$ cat config.mk
export PLATFORM = sky130hd
export DESIGN_NAME = stream_compare
export DESIGN_NICKNAME = d
export VERILOG_FILES = /design/src/rtl/stream_compare.sv
export SDC_FILE = /design/constraint.sdc
export NUM_CORES = 1
export LEC_CHECK = 0
export ABC_AREA = 0
export CORE_UTILIZATION = 52
export DETAILED_ROUTE_END_ITERATION = 8
export HOLD_SLACK_MARGIN = 0.06
export PLACE_DENSITY = 0.84
export SLEW_MARGIN = 10
export SYNTH_ARGS = -nofsm -noshare
export SYNTH_HDL_FRONTEND = slang
export SYNTH_SLANG_ARGS = --single-unit
$ cat constraint.sdc
create_clock -name clk -period 3.1 [get_ports clk]
set_input_delay 0.62 -clock clk [delete_from_list [all_inputs] [get_ports clk]]
set_output_delay 0.62 -clock clk [all_outputs]
set_load 0.02 [all_outputs]
$ cat src/rtl/stream_compare.sv
// stream_compare: beat-by-beat masked comparison of two streams with
// per-run statistics (saturating error/beat counts, first error index,
// pass/fail verdict).
//
//   state     | meaning
//   ----------+------------------------------------------------------
//   ST_IDLE   | waiting for start; in_valid ignored, results held
//   ST_RUN    | accepting beats on in_valid; in_last closes the run
//   ST_REPORT | one-cycle done pulse, verdict latched into pass
module stream_compare #(
    parameter int WIDTH = 2,
    parameter int CNT_W = 8
) (
    input  logic             clk,
    input  logic             rst,
    input  logic             start,
    input  logic             in_valid,
    input  logic             in_last,
    input  logic [WIDTH-1:0] a,
    input  logic [WIDTH-1:0] b,
    input  logic [WIDTH-1:0] mask,
    output logic             o,
    output logic             busy,
    output logic             done,
    output logic             pass,
    output logic [CNT_W-1:0] err_count,
    output logic [CNT_W-1:0] first_err_idx,
    output logic [CNT_W-1:0] beat_count
);

    typedef enum logic [1:0] {
        ST_IDLE   = 2'd0,
        ST_RUN    = 2'd1,
        ST_REPORT = 2'd2
    } state_t;

    localparam logic [CNT_W-1:0] CNT_MAX = '1;

    state_t           state_q, state_d;
    logic             o_q, o_d;
    logic             busy_q, busy_d;
    logic             done_q, done_d;
    logic             pass_q, pass_d;
    logic [CNT_W-1:0] err_q, err_d;
    logic [CNT_W-1:0] first_q, first_d;
    logic [CNT_W-1:0] beat_q, beat_d;
    logic             mismatch;

    // Masked difference of the current beat
    always_comb begin
        mismatch = |((a ^ b) & mask);
    end

    // Next-state and next-output logic; every output is registered
    always_comb begin
        state_d = state_q;
        o_d     = o_q;
        busy_d  = busy_q;
        done_d  = 1'b0;
        pass_d  = pass_q;
        err_d   = err_q;
        first_d = first_q;
        beat_d  = beat_q;

        case (state_q)
            ST_IDLE: begin
                busy_d = 1'b0;
                if (start) begin
                    state_d = ST_RUN;
                    busy_d  = 1'b1;
                    o_d     = 1'b0;
                    pass_d  = 1'b0;
                    err_d   = '0;
                    first_d = '0;
                    beat_d  = '0;
                end
            end

            ST_RUN: begin
                busy_d = 1'b1;
                if (in_valid) begin
                    o_d = mismatch;
                    if (beat_q != CNT_MAX) begin
                        beat_d = beat_q + 1'b1;
                    end
                    if (mismatch) begin
                        // err_q == 0 marks the first mismatch even after
                        // beat_q has saturated
                        if (err_q == '0) begin
                            first_d = beat_q;
                        end
                        if (err_q != CNT_MAX) begin
                            err_d = err_q + 1'b1;
                        end
                    end
                    if (in_last) begin
                        state_d = ST_REPORT;
                        done_d  = 1'b1;
                    end
                end
            end

            ST_REPORT: begin
                state_d = ST_IDLE;
                busy_d  = 1'b0;
                pass_d  = (err_q == '0);
            end

            default: begin
                state_d = ST_IDLE;
                busy_d  = 1'b0;
            end
        endcase
    end

    // State register with synchronous reset taking priority over all inputs
    always_ff @(posedge clk) begin
        if (rst) begin
            state_q <= ST_IDLE;
            o_q     <= 1'b0;
            busy_q  <= 1'b0;
            done_q  <= 1'b0;
            pass_q  <= 1'b0;
            err_q   <= '0;
            first_q <= '0;
            beat_q  <= '0;
        end else begin
            state_q <= state_d;
            o_q     <= o_d;
            busy_q  <= busy_d;
            done_q  <= done_d;
            pass_q  <= pass_d;
            err_q   <= err_d;
            first_q <= first_d;
            beat_q  <= beat_d;
        end
    end

    assign o             = o_q;
    assign busy          = busy_q;
    assign done          = done_q;
    assign pass          = pass_q;
    assign err_count     = err_q;
    assign first_err_idx = first_q;
    assign beat_count    = beat_q;

endmodule

==> flow_summary.yaml <==
power:
  power_density_nw_per_um2: 365.6
  leakagePower_uw: 0.0006759
  ir_drop_mv: 0.3525
synthesis:
  synth-seq-area-share_pct: 39.64
  synthCells: 164
  avgSynthCellArea_um2: 9.239
  ys_ff_latch: 30
  synth_flop_cell: "dfxtp_1"
  yosys_warnings: 0
  async_flop_share_pct: 0
  synth_nets: 178
  synth-edff-count: 0
  netlist-cell-type-count: 46
  synth_area_um2: 1515
critical_path:
  crit_slowest_cell: "a311oi_2"
  crit_type: "input pin to register"
  crit_arrival_ps: 2520
  crit_chain: "clkdlybuf4s50_1 > mux2i_1 > nor2_1 > a311oi_2 > a22o_1"
  worst_setup_path_start_kind: "input pin"
  rr_endpoint: "first_err_idx[3]$_SDFFE_PP0P_"
  worstPathRequired_ps: 3370
  r2r_start: "state_q[0]$_SDFFE_PP0P_"
  slowest_delay_ps: 630
  critPathMaxFanout: 8
  cp-end-kind: "register"
  rr_worst_depth: 4
  r2r_slack_ps: 1000
clock_tree:
  clk_path_buf_depth: 2
  cts_tree: "built"
  worstSkewPairLatency_ps: 330
  numClockSinks: 30
  path_clk_slew_ps: 100
  cts-root-buf: "clkbuf_4"
  cts_setup_buffers: 0
  htreeDepth: 2
  numCtsBuffers: 5
  hold_buffers: 0
  cts_resized: 0
timing:
  fin_crit_sh_pct: 72.64
  rsz0062_at_grt: "false"
  finClkSkew_ps: 8.652
  max_freq_mhz: 444.1
  finalHoldViolCount: 0
  finalCriticalPeriod_ps: 2252
  setup_viol: 0
  tns_ps: 0
  drv_slew: 0
  relSlewSlack_pct: 53.68
  worst_pin_slew_ps: 694.8
floorplan:
  initial_core_util_pct: 54.95
  dieHeight_um: 55.98
  pin_count: 39
  num_rows: 19
  die_area_um2: 3134
  die_x_um: 55.98
  core-area_um2: 2758
grt:
  grt_pass1_vias: 1389
  grt_first_pass_wirelength_um: 6327
  grt_max_degree: 21
  track_usage_pct: 25.95
  antenna_found_initial: 0
  overflow: 0
hold_path:
  min_path_cells: 1
  hold_path_end: "first_err_idx[2]$_SDFFE_PP0P_"
  hold_start: "first_err_idx[2]$_SDFFE_PP0P_"
  holdCritPathClass: "register to register"
route:
  vias: 1489
  drt_wl_total_um: 3863
  avgViaCountPerCell: 6.363
  first_pass_iters: 4
  ant_nets: 0
  first_iter_violations: 39
  wl_per_cell_um: 16.51
  post-route-drc-count: 0
finish:
  drive_above_1_share_pct: 8.867
  diodes: 0
  fin_area_um2: 1949
  layout.area.seq_um2: 600.6
  multi_input_area_um2: 848.3
  fin_nets: 217
  area_delta_synth_final_pct: 28.65
  nFillCells: 231
placed_design:
  place_hpwl_um: 2786
  routabilityCongestion: 0.9003
  io_buffers: 38
  postPlaceCellArea_um2: 1902
run:
  max_cap_viol_count: 0
outcome:
  status: "finished, final reports clean"
## Yosys cell counts, types with 2 or more instances
master / count / area (um2)
o211ai_1: 5 / 37.54
and3_1: 6 / 37.54
or3_1: 2 / 12.51
nor2_1: 7 / 26.28
nand4_1: 3 / 18.77
a21oi_1: 7 / 35.03
xor2_1: 2 / 17.52
nand2_1: 5 / 18.77
nor2b_1: 3 / 18.77
and4_1: 3 / 26.28
or4_1: 2 / 15.01
o31ai_1: 5 / 37.54
a31oi_1: 5 / 31.28
or2_2: 2 / 12.51
nor3_1: 4 / 20.02
o21ai_0: 8 / 40.04
nand2b_1: 3 / 18.77
a211oi_1: 2 / 15.01
inv_1: 7 / 26.28
clkbuf_1: 5 / 18.77
and3_2: 2 / 15.01
a22o_1: 9 / 78.83
ha_1: 3 / 37.54
nand3b_1: 2 / 15.01
mux2i_1: 2 / 20.02
nand3_1: 10 / 50.05
nor4_1: 2 / 12.51
dfxtp_1: 30 / 600.6
## layout by cell type, fill, tap and decap left out, drive strengths merged, types with 2 or more instances in the layout
cell type      Yosys  layout
and4               3       3
clkinv             0       2
clkbuf             7       5
nand3             10      10
xor2               2       2
a211oi             2       2
dfxtp             30      30
a21oi              7       7
nand2              5       5
nor3b              2       2
ha                 3       3
o211ai             5       5
nand2b             3       3
nor2               7       7
a22o               9       9
a31oi              5       5
or2                2       2
clkdlybuf4s50      0      38
or4                2       2
a311oi             2       2
and3               8       8
nand4              3       3
or3                2       2
nor3               4       4
nor2b              3       3
o21ai              8       8
nand3b             2       2
o31ai              5       5
inv                7       7
nor4               3       3
mux2i              2       2
## per-stage QoR
stage | worst slack (ps) | total power, uW | cells | hold slack (ps) | util, %
floorplan | 1205 | 472.0 | 164 | 569.4 | -
global placement | 572.8 | 507.0 | 227 | 460.8 | 68.97
detailed placement | 525.7 | 510.2 | 227 | 467.1 | 68.97
CTS | 864.7 | 716.2 | 234 | 491.9 | 70.69
global route | 791.4 | 744.2 | 234 | 506.2 | 70.69
finish | 848.1 | 712.7 | 234 | 488.1 | 70.69
## layout make-up
type / count / area share (%)
clock inverter: 2 / 0.5135
inverter: 7 / 1.348
timing repair buffer: 39 / 19.90
tap: 31 / 1.990
clock buffer: 5 / 1.926
sequential: 30 / 30.81
multi-input combinational: 120 / 43.52
## metal layers
layer	share of wire (%)	GRT usage, %
met4	1.9	10.10
met3	5.2	4.884
met5	0	0
met1	43	30.69
met2	50	46.09
## worst max-delay path, delay by kind of cell
| family | cells | cell delay (ps) |
|---|---|---|
| AOI/OAI and AO/OA | 2 | 880 |
| buffers and inverters | 1 | 530 |
| muxes | 1 | 320 |
| and+or+nand+nor | 1 | 180 |
## worst max path at each step
stage | startpoint | to | cells past startpoint
after floorplan | beat_count[0]$_SDFFE_PP0P_ | beat_count[5]$_SDFFE_PP0P_ | 5
after global placement | b[1] | first_err_idx[4]$_SDFFE_PP0P_ | 5
after detailed placement | b[1] | first_err_idx[4]$_SDFFE_PP0P_ | 5
after CTS | b[1] | first_err_idx[4]$_SDFFE_PP0P_ | 5
after global routing | in_valid | first_err_idx[1]$_SDFFE_PP0P_ | 5
final | in_valid | first_err_idx[3]$_SDFFE_PP0P_ | 5
## flip-flops by register name (all words and copies together), names as in the netlist
register	count
busy	1
o	1
beat_count	8
err_count	8
done	1
state_q	2
pass	1
first_err_idx	8
## report_power, final
group | internal [uW] | switching, uW
logic | 42.4 | 59.0
clock network | 81.3 | 129
registers | 391 | 9.62
total | 515 | 198
## kinds of logic after synthesis
logic type      synth area share [%]
simple gates                   26.34
compound gates                 24.11
flops                          39.64
buf+inv                        4.377
xor+xnor                       1.734
fa+ha+maj                      2.478
mux                            1.321
(Power assumes the default switching activity.)
